### src/rtl/union_pkg.sv
// Shared types for the union-select byte/word path: the lane union, mode and
// state encodings, and helpers that build the downstream payload.
package union_pkg;

    localparam int WORD_BYTES = 4;

    typedef union packed {
        logic [31:0]     u_int;
        logic [3:0][7:0] u_byte;
    } word_u;

    typedef enum logic {
        MODE_BYTE = 1'b0,
        MODE_WORD = 1'b1
    } mode_e;

    typedef enum logic [1:0] {
        IDLE = 2'd0,
        FILL = 2'd1,
        HOLD = 2'd2
    } state_e;

    typedef struct packed {
        logic        select;
        logic [31:0] val_int;
        logic [7:0]  val_byte;
        logic        partial;
        logic [2:0]  count;
    } payload_t;

    function automatic payload_t word_payload(input word_u w, input logic [2:0] count,
                                              input logic partial);
        payload_t p;
        p.select   = 1'b1;
        p.val_int  = w.u_int;
        p.val_byte = w.u_byte[0];
        p.partial  = partial;
        p.count    = count;
        return p;
    endfunction

    function automatic payload_t byte_payload(input logic [7:0] b);
        payload_t p;
        p.select   = 1'b0;
        p.val_int  = 32'h0000_0000;
        p.val_byte = b;
        p.partial  = 1'b0;
        p.count    = 3'd1;
        return p;
    endfunction

endpackage

### src/rtl/union_idle_timer.sv
// Idle counter for a partially filled word; expired pulses on the idle cycle
// that brings the count up to TIMEOUT_CYCLES. TIMEOUT_CYCLES=0 never expires.
module union_idle_timer #(
    parameter int TIMEOUT_CYCLES = 16
) (
    input  logic clk,
    input  logic rst,
    input  logic clear,
    input  logic enable,
    output logic expired
);

    localparam int TW    = (TIMEOUT_CYCLES < 1) ? 1 : $clog2(TIMEOUT_CYCLES + 1);
    localparam int LIMIT = (TIMEOUT_CYCLES < 1) ? 0 : TIMEOUT_CYCLES - 1;
    localparam logic [TW-1:0] LIMIT_V = TW'(LIMIT);
    localparam logic          ACTIVE  = (TIMEOUT_CYCLES > 0) ? 1'b1 : 1'b0;

    logic [TW-1:0] count_r;

    // Idle-cycle counter; never runs past the expiry point.
    always_ff @(posedge clk or posedge rst) begin
        if (rst) begin
            count_r <= '0;
        end else if (clear) begin
            count_r <= '0;
        end else if (enable && ACTIVE && (count_r != LIMIT_V)) begin
            count_r <= count_r + TW'(1);
        end else begin
            count_r <= count_r;
        end
    end

    assign expired = ACTIVE && enable && !clear && (count_r == LIMIT_V);

endmodule

### src/rtl/union_word_packer.sv
// Packs a tagged byte stream into either a little-endian 32-bit word or a lone
// byte and presents it, registered and stable, on a valid/ready interface.
module union_word_packer #(
    parameter int TIMEOUT_CYCLES = 16,
    parameter int WORD_BYTES     = 4
) (
    input  logic        clk,
    input  logic        rst,
    input  logic        in_valid,
    output logic        in_ready,
    input  logic [7:0]  in_byte,
    input  logic        in_mode,
    input  logic        in_last,
    output logic        out_valid,
    input  logic        out_ready,
    output logic        out_select,
    output logic [31:0] out_val_int,
    output logic [7:0]  out_val_byte,
    output logic        out_partial,
    output logic [2:0]  out_count
);

    import union_pkg::*;

    if (WORD_BYTES != union_pkg::WORD_BYTES) begin : g_bad_word_bytes
        $error("union_word_packer: WORD_BYTES must be 4");
    end

    state_e   state_r, state_nx;
    word_u    buf_r, buf_nx;
    logic [2:0] count_r, count_nx;
    logic     out_valid_r, out_valid_nx;
    payload_t payload_r, payload_nx;

    logic       accept_s;
    logic       expired_s;
    logic       timer_clear_s;
    logic       timer_enable_s;
    logic [2:0] lane_count_s;

    assign in_ready       = (state_r != HOLD) && !rst;
    assign accept_s       = in_valid && in_ready;
    assign timer_clear_s  = accept_s || (state_r != FILL);
    assign timer_enable_s = (state_r == FILL) && !accept_s;
    assign lane_count_s   = count_r + 3'd1;

    union_idle_timer #(
        .TIMEOUT_CYCLES(TIMEOUT_CYCLES)
    ) u_idle_timer (
        .clk    (clk),
        .rst    (rst),
        .clear  (timer_clear_s),
        .enable (timer_enable_s),
        .expired(expired_s)
    );

    // Next-state, lane buffer and payload selection.
    always_comb begin
        state_nx     = state_r;
        buf_nx       = buf_r;
        count_nx     = count_r;
        out_valid_nx = out_valid_r;
        payload_nx   = payload_r;
        case (state_r)
            IDLE: begin
                if (accept_s) begin
                    if (mode_e'(in_mode) == MODE_WORD) begin
                        buf_nx           = '0;
                        buf_nx.u_byte[0] = in_byte;
                        count_nx         = 3'd1;
                        if (in_last) begin
                            state_nx     = HOLD;
                            out_valid_nx = 1'b1;
                            payload_nx   = word_payload(buf_nx, 3'd1, 1'b1);
                        end else begin
                            state_nx = FILL;
                        end
                    end else begin
                        state_nx     = HOLD;
                        out_valid_nx = 1'b1;
                        payload_nx   = byte_payload(in_byte);
                    end
                end else begin
                    state_nx = IDLE;
                end
            end
            FILL: begin
                if (accept_s) begin
                    buf_nx.u_byte[count_r[1:0]] = in_byte;
                    count_nx = lane_count_s;
                    if ((lane_count_s == 3'd4) || in_last) begin
                        state_nx     = HOLD;
                        out_valid_nx = 1'b1;
                        payload_nx   = word_payload(buf_nx, lane_count_s, lane_count_s != 3'd4);
                    end else begin
                        state_nx = FILL;
                    end
                end else if (expired_s) begin
                    // Unwritten lanes are already zero from the IDLE clear.
                    state_nx     = HOLD;
                    out_valid_nx = 1'b1;
                    payload_nx   = word_payload(buf_r, count_r, 1'b1);
                end else begin
                    state_nx = FILL;
                end
            end
            HOLD: begin
                if (out_ready) begin
                    state_nx     = IDLE;
                    buf_nx       = '0;
                    count_nx     = 3'd0;
                    out_valid_nx = 1'b0;
                    payload_nx   = '0;
                end else begin
                    state_nx = HOLD;
                end
            end
            default: begin
                state_nx     = IDLE;
                buf_nx       = '0;
                count_nx     = 3'd0;
                out_valid_nx = 1'b0;
                payload_nx   = '0;
            end
        endcase
    end

    // State, buffer and registered output payload.
    always_ff @(posedge clk or posedge rst) begin
        if (rst) begin
            state_r     <= IDLE;
            buf_r       <= '0;
            count_r     <= 3'd0;
            out_valid_r <= 1'b0;
            payload_r   <= '0;
        end else begin
            state_r     <= state_nx;
            buf_r       <= buf_nx;
            count_r     <= count_nx;
            out_valid_r <= out_valid_nx;
            payload_r   <= payload_nx;
        end
    end

    assign out_valid    = out_valid_r;
    assign out_select   = payload_r.select;
    assign out_val_int  = payload_r.val_int;
    assign out_val_byte = payload_r.val_byte;
    assign out_partial  = payload_r.partial;
    assign out_count    = payload_r.count;

endmodule

### config.mk
export PLATFORM = sky130hd
export DESIGN_NAME = union_word_packer
export DESIGN_NICKNAME = d
export VERILOG_FILES = /design/src/rtl/union_pkg.sv /design/src/rtl/union_idle_timer.sv /design/src/rtl/union_word_packer.sv
export SDC_FILE = /design/constraint.sdc
export NUM_CORES = 1
export LEC_CHECK = 0
export BUFFER_PORTS_ARGS = -buffer_cell sky130_fd_sc_hd__buf_2
export CAP_MARGIN = 20
export CORE_AREA = 2 2 101 103
export DETAILED_ROUTE_END_ITERATION = 7
export DIE_AREA = 0 0 103 105
export PLACE_DENSITY = 0.75
export SLEW_MARGIN = 20
export SYNTH_ARGS = -nofsm -noshare
export SYNTH_HDL_FRONTEND = slang
export SYNTH_SLANG_ARGS = --single-unit
### constraint.sdc
create_clock -name clk -period 2.5 [get_ports clk]
set_input_delay 0.125 -clock clk [delete_from_list [all_inputs] [get_ports clk]]
set_output_delay 0.125 -clock clk [all_outputs]
set_load 0.05 [all_outputs]
* Word-level counts from Yosys, hierarchy flattened
Cells that the tools add are included.
** Storage, ports and cells
- Bits in registers :: 88
- Output and inout port bits :: 47
** Operators by class
- Add/subtract/negate cells :: 2
- $lt $le $gt $ge :: 2
- Eq/ne operators :: 15
- Mux-type cells :: 39
- Reductions and logical operators :: 16
** Operator list (count)
- $mux 45 :: 7
- $pmux 45 s3 :: 1
- $mux 32 :: 4
- $pmux 32 s3 :: 1
- $bwmux 32 :: 1
- $demux 8 s2 :: 1
- $mux 2 :: 7
- $mux 3 :: 4
- $mux 5 :: 2
- $ne 2x2->1 const B :: 5
- $ne 3x3->1 const B :: 3
- $pmux 3 s3 :: 1
- $mux 8 :: 1
- $logic_and 1x1->1 :: 7
- $mux 1 :: 7
- $pmux 2 s3 :: 1
- $add 5x1->5 const B :: 1
- $eq 5x4->1 const B :: 1
- $ne 5x4->1 const B :: 1
- $reduce_and 5->1 :: 1
- $reduce_and 4->1 :: 1
- $add 3x1->3 const B :: 1
- $eq 3x3->1 const B :: 1
- $logic_not 1->1 :: 3
- 10 further kinds :: 11

* Depth between registers and ports, before layout
- Depth in word-level cells :: 10
- Depth in mapped cells :: 10

* Hierarchy
A second synthesis with hierarchy kept.
** Unflattened totals
- Cells, all modules :: 378
- Area, all modules :: 4483.0 um^2
** Modules (own cells, without submodules)
- union_word_packer :: instances 1, cells an instance 352, area each 4211.5 um^2, seq. area each 2077.0 um^2
- union_idle_timer :: instances 1, cells an instance 26, area each 271.5 um^2, seq. area each 125.1 um^2

* Least setup slack after synthesis
No wires, ideal clock.
- Kind :: in2out
- From :: input port rst
- To :: output port in_ready
- Data arrival time :: 2586 ps
- Required time :: 2375 ps
- Path slack :: -211 ps
- Cell stages on the path :: 2
- Cells stage by stage :: inv_1 and2_1
** Between the ends
- Cells in the longest elaborated chain, start to end :: 2
** RTL lines
- from (decl) :: line union_word_packer.sv:8 : input logic rst,
- $logic_not 1->1 (no line)
- $logic_and 1x1->1 :: line union_word_packer.sv:41 : assign in_ready = (state_r != HOLD) && !rst;
- to (decl) :: line union_word_packer.sv:10 : output logic in_ready,
Every way passes these cells.

* Final worst setup path
- From :: register u_idle_timer.count_r[0]
- To :: register payload_r (netlist bit out_val_int[20])
** Between the ends
- Cells in the longest elaborated chain, start to end :: 4
** RTL lines
- from (decl) :: line union_idle_timer.sv:18 : logic [TW-1:0] count_r;
- from (signal assigned) :: line union_idle_timer.sv:27 : count_r <= count_r + TW'(1);
- from (signal assigned) :: line union_idle_timer.sv:29 : count_r <= count_r;
- $eq 5x4->1 :: line union_idle_timer.sv:33 : assign expired = ACTIVE && enable && !clear && (count_r == LIMIT_V);
- $logic_and 1x1->1 :: line union_idle_timer.sv:33
- $ne 3x3->1 (no line)
- $reduce_and 5->1 (no line)
- to (signal assigned) :: line union_word_packer.sv:141 : payload_r <= payload_nx;
- to (decl) :: line union_word_packer.sv:33 : payload_t payload_r, payload_nx;
Every way passes these cells.
A chain may end at the register's enable or synchronous reset.

==> impl_metrics.csv <==
group,metric,value,unit
layout,drive_above_1_share,33.41,%
clock_network,htree_levels,3,
layout,antenna_cells,0,
global_route,grt-ovfl-total,0,
pwr,p_leak,2.462,nW
setup_path,crit_path_start,"u_idle_timer.count_r[0]",
layout,num-fill-cells,880,
timing,tns,0,ps
yosys,synth_area,4260,sq um
clock_network,clock_latency,360,ps
pwr,swShare,41.25,%
global_route,grt_use_met3,4.950,%
die,floorplan.rows,36,
clock_network,tritoncts,"built",
pwr,p_clk_share,19.4,%
setup_path,critPathArrivalTime,2560,ps
clock_network,ctsResizeCount,0,
routing,drtAntennaViolNets,0,
setup_path,cp_cell_sequence,"ha_1, and3_1, ha_1, o21ai_2, a221o_2, buf_12, mux2_4",
setup_path,start_kind,"register",
yosys,synth_area_per_cell,12.24,sq um
global_route,met2_usage,28.34,%
placement,post-place-cells,529,
pwr,netSwitchingPower,2.182,mW
pwr,vdd_drop_max,0.5871,mV
die,die_h,105,microns
global_route,grt.busiest_layer,"met2",
clock_network,clkTransAtPathRegs,80,ps
timing,fin_ws,180.8,ps
pwr,power_frac_comb,44.7,%
die,die_area,10820,sq um
yosys,syn-num-nets,369,
setup_path,reg2reg_from,"u_idle_timer.count_r[0]",
yosys,synth_seq_cells,88,
run,drv_cap,0,
routing,num_vias,2969,
pwr,internal_power,3.108,mW
routing,drc_errors,0,
timing,holdWs,69.21,ps
yosys,yosysSeqAreaShare,51.69,%
setup_path,cp.required,2750,ps
yosys,synthDistinctLibCells,36,
setup_path,crit_path_end_kind,"register",
global_route,grt_pass1_vias,2996,
clock_network,cts_post_setup_buffers_inserted,0,
die,start_util,44.20,%
die,io_pins,61,
routing,routed_wl,9277,microns
routing,wire_per_inst,16.99,microns
timing,tightest_slew,688.2,ps
setup_path,crit_top_cell,"ha_1",
timing,fin_skew,8.071,ps
setup_path,path_buf_inv,1,
layout,final_core_util,50.62,%
layout,fin_cells,546,
pwr,seqPwrFrac,35.9,%
outcome,status,"finished clean",
pwr,p_total,5.290,mW
placement,placed_area,4659,sq um
clock_network,cts-root-buf,"clkbuf_8",
timing,hold_viol_final,0,
yosys,yosys_warnings,0,
setup_path,cp_top_family,"compound AO/OA/AOI/OAI gates",
layout,area_growth,14.54,%
pwr,p_per_area,1084,nW/um^2
die,die_w,103,microns
global_route,grt_pass1_wl,15300,microns
routing,drtIter0Drc,203,
timing,max-slew-margin-rel,53.82,%
setup_path,critPathMaxStageDelay,430,ps
clock_network,cts_buffers,9,
clock_network,clock-sinks,88,
placement,place_hpwl,6390,microns
routing,dr.pass1.iters,4,
timing,rsz0062_at_grt,"no",
die,core,9639,sq um
timing,setup_viol,0,
timing,fmax,0.4312,GHz
setup_path,critPathKind,"register to register",
setup_path,critPathSlowestCell,"a221o_2",
global_route,track_usage,18.27,%
layout,final_area,4880,sq um
global_route,grt_antenna_before_repair,0,
setup_path,worst-path-max-fanout,41,
timing,post-route-period-util,92.77,%
placement,dp_slack,199.2,ps
hold_path,hp-start,"in_last",
yosys,syn_inst,348,
global_route,use_met1,25.40,%
routing,viasPerCell,5.438,
layout,final_nets,429,
hold_path,hold_class,"input port to register",
placement,gp_congestion,0.8515,
timing,min_period,2319,ps
placement,numPortBuffers,60,
timing,finalMaxSlewViolations,0,
clock_network,clock_path_buffers,2,
global_route,grt_max_degree,86,
[worst paths after layout]
path / end / slack (ps) / cells past startpoint
setup / recovery: out_val_int[20] / 180 / 7
min in group asynchronous: out_partial / 210 / 3
hold / removal: state_r[0] / 70 / 3
max in group asynchronous: state_r[0] / 1650 / 4
setup reg to reg: out_val_int[20] / 180 / 7
hold reg to reg: buf_r[22] / 510 / 1
[sequential cells by signal, summed over array words and instances, names as in the netlist]
name and count:
buf_r 32, out_val_int 32, out_val_byte 8, u_idle_timer.count_r 5
count_r 3, out_count 3, state_r 2, out_partial 1
out_select 1, out_valid 1
[power groups by stage]
stage | Combinational [mW] | Sequential [mW] | Clock (mW)
after floorplan | 1.49 | 2.46 | 0
after global placement | 2.32 | 1.91 | 0
after detailed placement | 2.37 | 1.93 | 0
after CTS | 2.37 | 1.90 | 1.05
after global routing | 2.53 | 1.94 | 1.11
final | 2.36 | 1.90 | 1.03
[metal layers]
| metal | part of all wire (%) | vias to the layer above |
|---|---|---|
| met5 | 0 | - |
| li1 | - | 1391 |
| met1 | 46 | 1473 |
| met4 | 1.5 | 0 |
| met3 | 5.0 | 14 |
| met2 | 47 | 91 |
[cells by family (layout without fill, tap and decap cells)]
family,count (synthesis),in the layout,share of synthesized area (%)
AO/OA/AOI/OAI,95,95,15.86
XOR/XNOR,4,4,0.8225
adder cells (fa/ha/maj),7,7,2.056
buffers and inverters,29,94,4.816
flip-flops,88,88,51.69
multiplexers,47,47,15.80
AND/OR/NAND/NOR,78,78,8.958
[synth_stat cells (all sizes together)]
master / count / area share [%]
nor2b: 4 / 0.59
a22o: 48 / 9.9
ha: 7 / 2.1
a21oi: 6 / 0.70
inv: 6 / 0.53
mux2i: 2 / 0.47
a31oi: 1 / 0.15
o2bb2ai: 1 / 0.21
xnor2: 2 / 0.41
o22a: 1 / 0.21
nand2: 17 / 1.5
nand3: 29 / 3.4
nand2b: 2 / 0.35
xor2: 2 / 0.41
o21ai: 36 / 4.3
clkbuf: 10 / 0.88
a211oi: 1 / 0.18
buf: 13 / 3.4
and2: 2 / 0.35
or2b: 2 / 0.35
nand4b: 1 / 0.21
and3: 4 / 0.59
dfrtp: 88 / 52
and3b: 1 / 0.21
mux2: 45 / 15
nor2: 16 / 1.4
a221o: 1 / 0.23
[area by class of cell]
type                       instances  area (sq um)  share of cell area (%)
sequential                        88          2202                   45.13
multi-input combinational        231          1861                   38.13
timing repair buffer              72         417.9                   8.564
tap                              133         166.4                   3.410
clock buffer                      12         155.1                   3.179
clock inverter                     4         51.30                   1.051
inverter                           6         26.28                  0.5385
[layout by cell type (no fill, tap or decap), types with 2 or more instances in the layout]
master      Yosys  final
a21oi_1         6      5
a22o_1         48     48
and3_1          4      4
buf_12          4      2
buf_2           1     60
buf_4           2      9
clkbuf_8        0     11
clkinvlp_4      0      2
dfrtp_1        88     88
ha_1            7      7
inv_1           6      5
mux2_2          6      6
mux2_4         39     39
mux2i_1         2      2
nand2_1        17     17
nand3_1        29     29
nor2_1         16     16
nor2b_1         4      3
o21ai_0        30     30
o21ai_1         5      5
or2b_1          2      2
xnor2_1         2      2
xor2_1          2      2
[worst register-to-register path, cell delays in order (launching register included)]
cell and delay [ps]:
dfrtp_1 400, ha_1 190, and3_1 160, ha_1 330
o21ai_2 110, a221o_2 430, buf_12 200, mux2_4 390
[repair_timing]
item,CTS,global route
setup endpoints to repair,0,0
endpoints found under the hold margin,88,0
hold buffers,1,0
Power figures use the tool's default switching activity.
